[src/rtl/prpg_pkg.sv]
// Shared types and default widths for the LFSR pattern Hamming-distance statistics block.
package prpg_pkg;

  typedef enum logic [1:0] {
    ACC  = 2'd0,
    LOAD = 2'd1,
    DIV  = 2'd2,
    DONE = 2'd3
  } state_e;

  localparam int W_DEF         = 8;
  localparam int SUM_W_DEF     = 7;
  localparam int RUN_W_DEF     = 5;
  localparam int LOG_DEPTH_DEF = 16;

  localparam logic [W_DEF-2:0] MISR_TAPS_DEF = 7'b0100101;

endpackage

[src/rtl/prpg_hd_stats_if.sv]
// Pattern stream valid/ready channel between the LFSR source and the statistics block.
interface prpg_hd_stats_if #(
  parameter int W = 8
) ();

  logic         pat_valid;
  logic         pat_ready;
  logic [0:W-1] pat_data;

  modport master (output pat_valid, output pat_data, input pat_ready);
  modport slave  (input pat_valid, input pat_data, output pat_ready);

endinterface

[src/rtl/prpg_seq_div.sv]
// Restoring divider, one quotient bit per cycle MSB first; done/quotient are presented
// combinationally in the cycle whose clock edge completes the final bit.
module prpg_seq_div #(
  parameter int DW = 7,
  parameter int VW = 5
) (
  input  logic          clk,
  input  logic          rst_n,
  input  logic          start,
  input  logic          abort,
  input  logic [DW-1:0] dividend,
  input  logic [VW-1:0] divisor,
  output logic          busy,
  output logic          done,
  output logic [DW-1:0] quotient
);

  localparam int CW = $clog2(DW + 1);

  logic [VW-1:0] rem_q;
  logic [DW-1:0] quo_q;
  logic [VW-1:0] div_q;
  logic [CW-1:0] cnt_q;
  logic          busy_q;

  logic [VW:0]   rem_sh;
  logic [VW:0]   diff;
  logic          ge;
  logic [VW-1:0] rem_nx;
  logic [DW-1:0] quo_nx;

  // Borrow out of the trial subtraction decides the quotient bit.
  always_comb begin
    rem_sh = {rem_q, quo_q[DW-1]};
    diff   = rem_sh - {1'b0, div_q};
    ge     = ~diff[VW];
    rem_nx = ge ? diff[VW-1:0] : rem_sh[VW-1:0];
    quo_nx = {quo_q[DW-2:0], ge};
  end

  assign busy     = busy_q;
  assign done     = busy_q && (cnt_q == CW'(DW - 1));
  assign quotient = quo_nx;

  always_ff @(posedge clk or negedge rst_n) begin
    if (!rst_n) begin
      busy_q <= 1'b0;
      cnt_q  <= '0;
      rem_q  <= '0;
      quo_q  <= '0;
      div_q  <= '0;
    end else if (start) begin
      busy_q <= 1'b1;
      cnt_q  <= '0;
      rem_q  <= '0;
      quo_q  <= dividend;
      div_q  <= divisor;
    end else if (busy_q) begin
      if (abort || done) begin
        busy_q <= 1'b0;
      end
      rem_q <= rem_nx;
      quo_q <= quo_nx;
      cnt_q <= cnt_q + 1'b1;
    end
  end

endmodule

[src/rtl/prpg_hd_stats.sv]
// Hamming-distance statistics on the LFSR pattern stream with log RAM and average readout.
// Optional MISR signature compiled in with `define PRPG_MISR_EN.
module prpg_hd_stats
  import prpg_pkg::*;
#(
  parameter int               W         = W_DEF,
  parameter int               SUM_W     = SUM_W_DEF,
  parameter int               RUN_W     = RUN_W_DEF,
  parameter int               LOG_DEPTH = LOG_DEPTH_DEF,
  parameter logic [W-2:0]     MISR_TAPS = MISR_TAPS_DEF,
  localparam int              HW        = $clog2(W + 1),
  localparam int              AW        = $clog2(LOG_DEPTH)
) (
  input  logic              clk,
  input  logic              rst_n,
  prpg_hd_stats_if.slave    pat,
  input  logic              clear,
  input  logic              avg_req,
  output logic              avg_busy,
  output logic              avg_done,
  output logic [SUM_W-1:0]  hd_avg,
  output logic [HW-1:0]     hd_last,
  output logic [SUM_W-1:0]  hd_total,
  output logic [RUN_W-1:0]  run_num,
  input  logic [AW-1:0]     rd_addr,
  output logic [HW-1:0]     rd_data,
  output logic [0:W-1]      signature
);

  localparam int SW1 = SUM_W + 1;

  state_e state_q, state_d;

  logic           accept;
  logic           have_prev_q;
  logic [0:W-1]   prev_q;
  logic [0:W-1]   diff;
  logic [HW-1:0]  hd;
  logic [SW1-1:0] sum_ext;
  logic [AW-1:0]  ptr_q;
  logic [HW-1:0]  log_mem [LOG_DEPTH];

  logic           div_start;
  logic           div_busy;
  logic           div_done;
  logic [SUM_W-1:0] div_quo;

  assign pat.pat_ready = (state_q == ACC) && !clear;
  assign accept        = pat.pat_valid && pat.pat_ready;

  always_comb begin
    diff = prev_q ^ pat.pat_data;
    hd   = '0;
    for (int i = 0; i < W; i++) begin
      hd = hd + HW'(diff[i]);
    end
  end

  assign sum_ext = {1'b0, hd_total} + SW1'(hd);

  always_ff @(posedge clk or negedge rst_n) begin
    if (!rst_n) begin
      have_prev_q <= 1'b0;
      prev_q      <= '0;
      hd_last     <= '0;
      hd_total    <= '0;
      run_num     <= '0;
      ptr_q       <= '0;
    end else if (clear) begin
      have_prev_q <= 1'b0;
      prev_q      <= '0;
      hd_last     <= '0;
      hd_total    <= '0;
      run_num     <= '0;
      ptr_q       <= '0;
    end else if (accept) begin
      prev_q      <= pat.pat_data;
      have_prev_q <= 1'b1;
      if (have_prev_q) begin
        hd_last  <= hd;
        hd_total <= sum_ext[SUM_W] ? '1 : sum_ext[SUM_W-1:0];
        run_num  <= (run_num == '1) ? run_num : run_num + 1'b1;
        ptr_q    <= ptr_q + 1'b1;
      end
    end
  end

  // Log contents deliberately survive reset; only the pointer is cleared.
  always_ff @(posedge clk) begin
    if (accept && have_prev_q) begin
      log_mem[ptr_q] <= hd;
    end
  end

  always_ff @(posedge clk or negedge rst_n) begin
    if (!rst_n) begin
      rd_data <= '0;
    end else begin
      rd_data <= log_mem[rd_addr];
    end
  end

  assign div_start = (state_q == LOAD) && !clear && (run_num != '0);

  prpg_seq_div #(
    .DW (SUM_W),
    .VW (RUN_W)
  ) u_div (
    .clk      (clk),
    .rst_n    (rst_n),
    .start    (div_start),
    .abort    (clear),
    .dividend (hd_total),
    .divisor  (run_num),
    .busy     (div_busy),
    .done     (div_done),
    .quotient (div_quo)
  );

  always_ff @(posedge clk or negedge rst_n) begin
    if (!rst_n) begin
      state_q <= ACC;
    end else begin
      state_q <= state_d;
    end
  end

  always_comb begin
    state_d = state_q;
    case (state_q)
      ACC:  if (!clear && avg_req) state_d = LOAD;
      LOAD: begin
        if (clear)                state_d = ACC;
        else if (run_num == '0)   state_d = DONE;
        else                      state_d = DIV;
      end
      DIV: begin
        if (clear)                state_d = ACC;
        else if (div_done)        state_d = DONE;
      end
      DONE:                       state_d = ACC;
      default:                    state_d = ACC;
    endcase
  end

  assign avg_busy = (state_q != ACC);
  assign avg_done = (state_q == DONE) && !clear;

  always_ff @(posedge clk or negedge rst_n) begin
    if (!rst_n) begin
      hd_avg <= '0;
    end else if (!clear) begin
      if (state_q == LOAD && run_num == '0) begin
        hd_avg <= '0;
      end else if (state_q == DIV && div_done && div_busy) begin
        hd_avg <= div_quo;
      end
    end
  end

`ifdef PRPG_MISR_EN
  logic [0:W-1] sig_q;

  always_ff @(posedge clk or negedge rst_n) begin
    if (!rst_n) begin
      sig_q <= '0;
    end else if (clear) begin
      sig_q <= '0;
    end else if (accept) begin
      sig_q <= {sig_q[W-1], sig_q[0:W-2] ^ (MISR_TAPS & {(W-1){sig_q[W-1]}})} ^ pat.pat_data;
    end
  end

  assign signature = sig_q;
`else
  logic unused_taps;
  assign unused_taps = ^MISR_TAPS;
  assign signature   = '0;
`endif

endmodule

[src/flat_wrapper.sv]
// flat-port wrapper written by rule: the top's interface ports become plain ports
module prpg_hd_stats_flat import prpg_pkg::*;
#(
  parameter int               W         = W_DEF,
  parameter int               SUM_W     = SUM_W_DEF,
  parameter int               RUN_W     = RUN_W_DEF,
  parameter int               LOG_DEPTH = LOG_DEPTH_DEF,
  parameter logic [W-2:0]     MISR_TAPS = MISR_TAPS_DEF,
  localparam int              HW        = $clog2(W + 1),
  localparam int              AW        = $clog2(LOG_DEPTH)
)
  (clk, rst_n, clear, avg_req, avg_busy, avg_done, hd_avg, hd_last, hd_total, run_num, rd_addr, rd_data, signature, pat_pat_valid, pat_pat_data, pat_pat_ready);
  prpg_hd_stats_if #(.W(W)) pat_i ();
  input  logic clk;
  input  logic rst_n;
  input  logic clear;
  input  logic avg_req;
  output logic avg_busy;
  output logic avg_done;
  output logic [SUM_W-1:0] hd_avg;
  output logic [HW-1:0] hd_last;
  output logic [SUM_W-1:0] hd_total;
  output logic [RUN_W-1:0] run_num;
  input  logic [AW-1:0] rd_addr;
  output logic [HW-1:0] rd_data;
  output logic [0:W-1] signature;
  input wire logic [$bits(pat_i.pat_valid)-1:0] pat_pat_valid;
  input wire logic [$bits(pat_i.pat_data)-1:0] pat_pat_data;
  output wire logic [$bits(pat_i.pat_ready)-1:0] pat_pat_ready;
  assign pat_i.pat_valid = pat_pat_valid;
  assign pat_i.pat_data = pat_pat_data;
  assign pat_pat_ready = pat_i.pat_ready;
  prpg_hd_stats #(.W(W), .SUM_W(SUM_W), .RUN_W(RUN_W), .LOG_DEPTH(LOG_DEPTH), .MISR_TAPS(MISR_TAPS)) u_core (.clk(clk), .rst_n(rst_n), .pat(pat_i), .clear(clear), .avg_req(avg_req), .avg_busy(avg_busy), .avg_done(avg_done), .hd_avg(hd_avg), .hd_last(hd_last), .hd_total(hd_total), .run_num(run_num), .rd_addr(rd_addr), .rd_data(rd_data), .signature(signature));
endmodule
[config.mk]
export PLATFORM = sky130hd
export DESIGN_NAME = prpg_hd_stats_flat
export DESIGN_NICKNAME = d
export VERILOG_FILES = /design/src/rtl/prpg_pkg.sv /design/src/rtl/prpg_hd_stats_if.sv /design/src/rtl/prpg_seq_div.sv /design/src/rtl/prpg_hd_stats.sv /design/src/flat_wrapper.sv
export SDC_FILE = /design/constraint.sdc
export NUM_CORES = 1
export LEC_CHECK = 0
export CAP_MARGIN = 0
export CORE_MARGIN = 10
export CORE_UTILIZATION = 64
export CTS_BUF_LIST = sky130_fd_sc_hd__clkbuf_4 sky130_fd_sc_hd__clkbuf_8
export CTS_CLUSTER_DIAMETER = 120
export DETAILED_ROUTE_END_ITERATION = 16
export PLACE_DENSITY = 0.95
export SLEW_MARGIN = 10
export SYNTH_ARGS = -nofsm -noshare
export SYNTH_HDL_FRONTEND = slang
export SYNTH_SLANG_ARGS = --single-unit
[constraint.sdc]
create_clock -name clk -period 7.2 [get_ports clk]
set_input_delay 1.44 -clock clk [delete_from_list [all_inputs] [get_ports clk]]
set_output_delay 1.44 -clock clk [all_outputs]
set_load 0.005 [all_outputs]
==> impl_summary.md <==
Final layout
The count of antenna diodes in the layout is 0. The area growth from synthesis to final layout is 15.7%. Of the cells placed in the final design, the portion with a size suffix greater than 1 is 0.126. At the end of the flow the core is filled with cells to 0.756.

The non-filler instance count after layout is 627. The layout has 566 filler cells. The post-layout net count is 547.

Worst setup path
The launching element of the worst setup path is pat_pat_data[6]. The endpoint arrival time on the critical path is 6.51 ns. STA classifies the critical path endpoint as a flip-flop. The worst setup path is launched from an input pin. The worst register-to-register path has a setup slack of 2.03 ns. The largest stage delay on the critical path is 0.54 ns. Data on the critical path is required at its endpoint by 7.47 ns. The worst setup path is of the in2reg kind. The number of buffers and inverters on the critical path is 3.

In this run the worst setup path terminates at u_core.hd_total[2]$_DFFE_PN0P_. The cell with the most instances on the worst path is sky130_fd_sc_hd__fa_1. The number of cell instances on the worst register-to-register path is 14. The maximum fanout along the worst path is 17. The critical path goes through clkdlybuf4s50_1, xor2_1, ha_1, fa_1, inv_1, fa_1, fa_1, fa_1, inv_1, ha_1, a21o_1, a21o_1, a21oi_1, nand4bb_1, o311ai_0. The critical path runs through a total of 15 cells. The slowest library cell on the worst path is sky130_fd_sc_hd__fa_1. The worst register-to-register path ends at u_core.hd_total[2]$_DFFE_PN0P_. The family with the most delay on the worst path is adder cells. The start of the worst register-to-register path is u_core.prev_q[1]$_DFFE_PN0P_.

Clocking
The number of buffers inserted during clock tree synthesis is 17. The total setup buffers inserted after CTS is 0. The H-tree level count is 4. The number of cells upsized or downsized after cts is 0.

The number of hold buffers added after cts is 0. The clock root buffer master is sky130_fd_sc_hd__clkbuf_8. The maximum clock insertion buffer count is 2.

The TritonCTS clock tree is yes. The clock-pin slew on the worst setup and hold paths is 0.08 ns. The number of sinks driven by the clock tree is 127. The worst-skew pair later-pin latency is 0.45 ns.

Logic synthesis
The total of warnings raised by yosys is 0. The synthesized design contains 127 register bits. In the post-synthesis netlist, the cell with the most instances is sky130_fd_sc_hd__edfxtp_1.

The commonest cells after synthesis are sky130_fd_sc_hd__edfxtp_1 (64), sky130_fd_sc_hd__dfrtp_1 (63), sky130_fd_sc_hd__nand2_1 (36), sky130_fd_sc_hd__o21ai_0 (31), sky130_fd_sc_hd__inv_1 (25). After technology mapping, the gate count stands at 455. For this run, the register share of the synthesized area comes to 0.582. The post-synthesis area per instance is 13.2 sq um. Yosys attributes the largest share of cell area to sky130_fd_sc_hd__edfxtp_1 (32%), sky130_fd_sc_hd__dfrtp_1 (26%), sky130_fd_sc_hd__mux4_2 (7.5%), sky130_fd_sc_hd__ha_1 (4.4%), sky130_fd_sc_hd__o21ai_0 (2.6%). Counting distinct cell types in the post-synthesis netlist gives 52.

The area of the mapped netlist is 0.00601 sq mm. The largest total area in the synthesized netlist belongs to sky130_fd_sc_hd__edfxtp_1. The share of synthesized area in the top cell type comes to 0.320. Counting flops with a built-in enable in the synthesized netlist gives 64.

For this run, asynchronously set or reset flops after synthesis account for 0.496. For this run, the leading register cell type out of synthesis is sky130_fd_sc_hd__edfxtp_1.

Floorplanning
The I/O pin total is 55. The core region is 0.00920 sq mm. Measured along the y axis, the die boundary spans 117 um.

The site row count is 35. The die is 117 um wide. The floorplan step defined a die boundary enclosing 0.0137 sq mm. For this configuration, the core starts out at a cell density of 0.653.

Pwr
The share of total power dissipated in combinational logic is 0.301. The leakage power figure is 2.75 nW. Of the total power, the clock network draws 0.270. Power spread over the standard cell area amounts to 358 mW/mm^2. Of the total power, the share spent switching nets is 0.342.

VDD sags by at most 0.242 mV. The internal power is 1.64 mW. The sequential fraction of design power is 0.429. The net switching power is 852 uW.

Timing
The final cycle utilization of the critical path is 0.866. The fmax is 0.160 GHz. The routed design could run at a clock period as short as 6.24 ns. On the final layout, the worst hold slack is 0.491 ns. Adding up every negative setup slack in the final design gives 0 ns. Measured against its own limit, the worst slew margin works out to 0.245. The worst-margin pin slew is 1.13 ns.

The final hold violation count came to 0. The setup violation total in the final timing report is 0. The post-route clock skew is 0.0124 ns. Setup repair after global routing left no endpoint under its margin.

The final max-slew violation count is 0.

GRT
Global routing finished with a remaining overflow of 0. For this run, the total global-route usage over all layers was measured as 0.207. The number of global-route vias before repair is 4144. The pin count of the biggest net entering global routing is 64. The first global-routing pass estimated 21400 um of wire. The number of antenna violations at the first check in global routing came to 0.

Placement
Port buffering added 46 buffers. Routability-driven placement finished with a final weighted congestion of 0.842. Including well taps, the total number of placed cells is 595.

The HPWL after detailed placement is 8400 um.

Min path
The path class of the tightest hold or removal check is reg2reg. The cell depth of the worst min-delay path is 2.

Detailed routing
The number of remaining DRC errors is 0. The number of DRC markers in iteration 0 is 279. The count of antenna-violating nets left after detailed routing is 0. The post-detailed-routing wire length is 12900 um.

The routed layout has 3866 vias. Before antenna repair, the detailed router went through 5 iterations. In the final routed layout, each cell accounts on average for 20.6 um.

In the routed layout, each cell is associated on average with a via count of 6.17.

Job
Across the run, the number of max-cap violations was 0.

Outcome
The run finished with clean final reports.
## cells in the final DEF (no fill, tap or decap), types with 3 or more instances in the layout
cell and n:
sky130_fd_sc_hd__edfxtp_1 64, sky130_fd_sc_hd__dfrtp_1 63, sky130_fd_sc_hd__clkdlybuf4s50_1 45, sky130_fd_sc_hd__nand2_1 36, sky130_fd_sc_hd__o21ai_0 31, sky130_fd_sc_hd__inv_1 25
sky130_fd_sc_hd__ha_1 21, sky130_fd_sc_hd__mux4_2 20, sky130_fd_sc_hd__nor2_1 20, sky130_fd_sc_hd__clkbuf_8 17, sky130_fd_sc_hd__xnor2_1 13, sky130_fd_sc_hd__nand2b_1 12
sky130_fd_sc_hd__mux2i_1 11, sky130_fd_sc_hd__a21oi_1 10, sky130_fd_sc_hd__and2_1 9, sky130_fd_sc_hd__xor2_1 8, sky130_fd_sc_hd__conb_1 8, sky130_fd_sc_hd__nand3b_1 7
sky130_fd_sc_hd__nor3_1 6, sky130_fd_sc_hd__and3_1 6, sky130_fd_sc_hd__fa_1 6, sky130_fd_sc_hd__inv_6 6, sky130_fd_sc_hd__nor2b_1 5, sky130_fd_sc_hd__a22o_1 5
sky130_fd_sc_hd__buf_4 5, sky130_fd_sc_hd__and4_1 4, sky130_fd_sc_hd__nand3_1 4, sky130_fd_sc_hd__a21o_1 4, sky130_fd_sc_hd__nor3b_1 3, sky130_fd_sc_hd__o211ai_1 3
sky130_fd_sc_hd__bufinv_16 3
## power by group through the flow
stage	sequential, mW	clock [mW]	combinational, mW
floorplan	1.05	0	0.517
global placement	1.07	0	0.672
detailed placement	1.08	0	0.726
CTS	1.07	0.677	0.749
global route	1.08	0.711	0.831
finish	1.07	0.674	0.749
## sequential cells by signal, indices dropped and copies added (netlist names)
signal              cells
u_core.log_mem         64
u_core.prev_q           8
u_core.hd_avg           7
u_core.hd_total         7
u_core.u_div.quo_q      7
u_core.run_num          5
u_core.u_div.div_q      5
u_core.u_div.rem_q      5
u_core.hd_last          4
u_core.ptr_q            4
u_core.rd_data          4
u_core.u_div.cnt_q      3
u_core.state_q          2
u_core.have_prev_q      1
u_core.u_div.busy       1
## cell type report
class,instances,area [sq um],area share
Multi-Input combinational cell,281,2290,0.330
Clock inverter,15,198,0.0285
Inverter,25,93.8,0.0135
Sequential cell,127,3500,0.504
Timing Repair Buffer,51,493,0.0710
Tap cell,111,139,0.0200
Clock buffer,17,234,0.0337
## stage by stage
step	total power [mW]	cell area, sq um	setup WS, ns
global placement	1.75	6520	0.916
detailed placement	1.81	6520	0.697
CTS	2.49	6950	1.00
finish	2.49	6950	0.964
global route	2.62	6950	0.781
floorplan	1.57	6030	1.46
## cell families (layout without fill, tap and decap cells)
group,Yosys count,count (layout),share of synthesized area
adder cells (fa/ha/maj),27,27,0.0637
multiplexers,33,33,0.0971
flip-flops,127,127,0.582
AND/OR/NAND/NOR,125,125,0.112
XOR/XNOR,21,21,0.0306
buffers and inverters,54,108,0.0404
other,1,8,0.000624
AO/OA/AOI/OAI,67,67,0.0733
## worst min-delay path by stage
stage | to | slack, ns | start
floorplan | u_core.u_div.div_q[0]$_DFFE_PN0P_ | 0.45 | u_core.u_div.div_q[0]$_DFFE_PN0P_
global placement | u_core.hd_avg[0]$_DFFE_PN0P_ | 0.47 | u_core.hd_avg[0]$_DFFE_PN0P_
detailed placement | u_core.hd_avg[0]$_DFFE_PN0P_ | 0.48 | u_core.hd_avg[0]$_DFFE_PN0P_
CTS | u_core.hd_avg[0]$_DFFE_PN0P_ | 0.49 | u_core.hd_avg[0]$_DFFE_PN0P_
global route | u_core.hd_avg[0]$_DFFE_PN0P_ | 0.51 | u_core.hd_avg[0]$_DFFE_PN0P_
finish | u_core.hd_avg[0]$_DFFE_PN0P_ | 0.49 | u_core.hd_avg[0]$_DFFE_PN0P_
## worst min-delay path, stage by stage (launching register included)
cell and delay [ns]:
sky130_fd_sc_hd__dfrtp_1 0.35, sky130_fd_sc_hd__nand2_1 0.05, sky130_fd_sc_hd__o21ai_0 0.06
## layer usage
| metal | part of all wire | global-route usage | vias up |
|---|---|---|---|
| li1 | - | - | 1719 |
| met1 | 0.38 | 0.237 | 1941 |
| met2 | 0.51 | 0.346 | 158 |
| met3 | 0.067 | 0.0663 | 48 |
| met4 | 0.038 | 0.0972 | 0 |
| met5 | 0 | 0 | - |
(Power assumes the default switching activity.)
==> RTL change 1, RTL diff (same settings) <==
Encoding of `state_e`: now one-hot (4 bits for 4 states).
--- a/src/rtl/prpg_pkg.sv
+++ b/src/rtl/prpg_pkg.sv
@@ -1,11 +1,11 @@
 // Shared types and default widths for the LFSR pattern Hamming-distance statistics block.
 package prpg_pkg;
 
-  typedef enum logic [1:0] {
-    ACC  = 2'd0,
-    LOAD = 2'd1,
-    DIV  = 2'd2,
-    DONE = 2'd3
+  typedef enum logic [3:0] {
+    ACC  = 4'b0001,
+    LOAD = 4'b0010,
+    DIV  = 4'b0100,
+    DONE = 4'b1000
   } state_e;
 
   localparam int W_DEF         = 8;
Formal check against the unedited RTL: same outputs for any inputs over 4 cycles, from zero or initial values and one cycle with rst_n low; so few cycles prove little.
==> RTL change 1 against the original RTL <==
Wire length increased by 2.9%; fmax increased by 4.8%; sequential share of layout area fell by 0.23 points; sequential cell count grew 2; synthesized area increased by 3.1%; highest routed layer unchanged; worst setup slack better by 0.29 ns; cell area is 1.9% higher; combinational power shrank 10%; total power is 6.9% lower; critical path depth stayed put; critical endpoint unchanged.
==> RTL change 1: results <==
placed_design:
  gp_congestion: 0.772
  dp_worst_setup_slack_ns: 0.925
  place_area_mm2: 0.00669
  dpl.hpwl_mm: 8.80
layout:
  n_fill_cell: 499
  nets: 567
  layout-drive-gt1-share_pct: 12.3
routing:
  topRoutingLayerUsed: "met4"
  num_vias: 4057
  wl_met3_mm: 1.11
  wl_per_cell_um: 20.0
  drtIter0Drc: 469
  wl_met2_mm: 6.53
  met1_length_mm: 5.36
worst_setup_path:
  slowest_delay_ns: 0.56
  reg2reg_slack_ns: 2.33
  crit_path_top_delay_cell: "fa_1"
  cp-startpoint: "pat_pat_data[7]"
logic_synthesis:
  ys_warn_count: 0
  async_reset_ff_share_pct: 50.4
  synth_cell_types: 53
  synth_seq_area_share_pct: 57.3
  synth.area.top_cells: "edfxtp_1 (31%), dfrtp_1 (26%), mux4_2 (7.3%)"
  yosys-top-cells-count: "dfrtp_1 (64), edfxtp_1 (64), nand2_1 (37)"
cts:
  path_clk_slew_ns: 0.09
  htreeDepth: 4
  cts_max_path_buffers: 2
global_route:
  grt_use_met2_pct: 31.4
  use_met3_pct: 6.00
  grt_pass1_vias: 4213
  grt_max_degree: 66
  grt_usage_pct: 19.4
  grtUsageMet1_pct: 23.7
  grt_pass1_wl_mm: 21.9
power:
  vdd_drop_max_mv: 0.317
  power_leakage_uw: 0.00288
status:
  status: "finished, final reports clean"
timing:
  fin_worst_skew_ns: 0.0198
  slew_headroom_pct: 27.3
  period_minus_slack_ns: 5.95
RTL change 1: cell count changes after synthesis, sizes merged, moves of 3 or more:
cell    change
nand2b      -6
a21o        -3
xnor2       -3
o21ai      -14
and2       +12
a22o        +3
nor2        +7
a21oi      +12
clkbuf      -4
and4        -4
nor3        -3
nand3b     +12
nand3       +5
RTL change 1: worst register-to-register path, delay by kind of cell (launching register included):
kind | cells | cell delay, ns
fa+ha+maj | 6 | 2.71
compound gates | 4 | 0.77
buf+inv | 2 | 0.43
flops | 1 | 0.39
simple gates | 1 | 0.25
xor+xnor | 1 | 0.15
RTL change 1: final cells by class:
cell class	instances	area (um^2)	area share [%]
Multi-Input combinational cell	299	2400	33.9
Inverter	27	101	1.43
Sequential cell	129	3550	50.1
Timing Repair Buffer	49	478	6.75
Clock inverter	15	158	2.23
Clock buffer	17	234	3.30
Tap cell	129	161	2.28
RTL change 1: metrics by stage:
stage / utilization, % / power [uW] / hold WS, ns / instances
final: 75.9 / 2320 / 0.498 / 665
after global routing: 75.9 / 2450 / 0.523 / 665
after CTS: 75.9 / 2310 / 0.505 / 665
after detailed placement: 71.7 / 1700 / 0.485 / 633
after global placement: 71.7 / 1640 / 0.474 / 633
after floorplan: - / 1480 / 0.454 / 482
RTL change 1: where the power goes:
part | total, uW | internal [uW] | leakage [uW] | switching, uW
combinational | 671 | 253 | 0.00125 | 417
sequential | 1040 | 986 | 0.00143 | 57.1
clock | 605 | 263 | 0.000199 | 342
RTL change 1: kinds of logic after synthesis:
logic type	Yosys count	synth area share [%]
other	1	0.0606
adder cells (fa/ha/maj)	27	6.18
AND/OR/NAND/NOR	144	12.8
multiplexers	35	9.78
XOR/XNOR	20	2.83
AO/OA/AOI/OAI	65	6.71
buffers and inverters	54	4.32
flip-flops	129	57.3
RTL change 1: worst min path at each step:
stage                                       from                           endpoint  slack [ns]  cells past startpoint
2_1_floorplan  u_core.u_div.div_q[0]$_DFFE_PN0P_  u_core.u_div.div_q[0]$_DFFE_PN0P_        0.45                      2
3_3_place_gp   u_core.u_div.div_q[0]$_DFFE_PN0P_  u_core.u_div.div_q[0]$_DFFE_PN0P_        0.47                      2
3_5_place_dp   u_core.u_div.div_q[0]$_DFFE_PN0P_  u_core.u_div.div_q[0]$_DFFE_PN0P_        0.48                      2
4_1_cts        u_core.u_div.div_q[0]$_DFFE_PN0P_  u_core.u_div.div_q[0]$_DFFE_PN0P_        0.50                      2
5_1_grt             u_core.hd_avg[3]$_DFFE_PN0P_       u_core.hd_avg[3]$_DFFE_PN0P_        0.52                      1
6_report       u_core.u_div.div_q[0]$_DFFE_PN0P_  u_core.u_div.div_q[0]$_DFFE_PN0P_        0.50                      2
==> RTL change 2, RTL diff (same settings) <==
Made on the original files. The package constant `SUM_W_DEF` goes from 7 to 6.
--- a/src/rtl/prpg_pkg.sv
+++ b/src/rtl/prpg_pkg.sv
@@ -9,7 +9,7 @@
   } state_e;
 
   localparam int W_DEF         = 8;
-  localparam int SUM_W_DEF     = 7;
+  localparam int SUM_W_DEF     = 6;
   localparam int RUN_W_DEF     = 5;
   localparam int LOG_DEPTH_DEF = 16;
 
Interface: changed (resized hd_avg and hd_total); port bits go from 55 to 53. No check against the original RTL was run, so the function may have changed too.
==> RTL change 2 against the original RTL <==
Count of clock-buffer cells in the layout grew 2; worst setup slack improved by 0.44 ns; synthesized area fell by 2.6%; synthesized cell count decreased by 2.0%; cell area down 2.8%; sequential cell count shrank 3; fmax up 7.6%; wire length fell by 4.5%; die area shrank 2.1%; total power is 0.95% lower; critical endpoint is now u_core.hd_total[0]$_DFFE_PN0P_.
==> RTL change 2: results <==
placed_design:
  place_area_mm2: 0.00633
  dp_worst_setup_slack_ns: 1.04
  dpl.hpwl_mm: 8.34
  port_buffers: 44
worst_setup_path:
  worstPathArrival_ns: 6.14
  worstRegToRegCells: 15
layout:
  final_util_pct: 76.7
  buffers_excl_clock: 47
  multi_input_cells: 271
  clock_area_share_pct: 6.26
  seqCellArea_mm2: 0.00342
power:
  switching_share_pct: 33.0
global_route:
  grtUsageMet1_pct: 22.9
  grt_max_degree: 61
  grt_usage_pct: 19.5
  grt_pass1_wl_mm: 20.3
  use_met3_pct: 5.37
status:
  status: "finished, final reports clean"
routing:
  wl_per_cell_um: 20.2
  routed_wl_mm: 12.3
  wl_met3_um: 721
  wl_met2_mm: 6.37
logic_synthesis:
  synth_cell_types: 51
  synth_xor_area_share_pct: 3.29
  synth.cell_area_mm2: 0.00585
  synth_compound_area_share_pct: 7.53
  yosys-top-cells-count: "edfxtp_1 (64), dfrtp_1 (60), nand2_1 (41)"
[RTL change 2: changes by cell type after synthesis, sizes merged, moves of 4 or more]
cell | before | now
a21oi | 10 | 15
nor2 | 20 | 25
nand2b | 12 | 2
o21ai | 32 | 27
a211oi | 1 | 5
nand3b | 7 | 0
nand2 | 36 | 41
[RTL change 2: path summary, 6_finish.rpt]
kind                                              start                           endpoint  slack, ns
setup / recovery                        pat_pat_data[7]     u_core.hd_total[0]$_DFFE_PN0P_       1.40
hold / removal             u_core.hd_avg[0]$_DFFE_PN0P_       u_core.hd_avg[0]$_DFFE_PN0P_       0.49
setup reg to reg           u_core.prev_q[0]$_DFFE_PN0P_     u_core.hd_total[0]$_DFFE_PN0P_       2.53
hold reg to reg            u_core.hd_avg[0]$_DFFE_PN0P_       u_core.hd_avg[0]$_DFFE_PN0P_       0.49
max in group asynchronous                         rst_n        u_core.rd_data[2]$_DFF_PN0_       5.49
min in group asynchronous                         rst_n  u_core.u_div.quo_q[2]$_DFFE_PN0P_       1.16
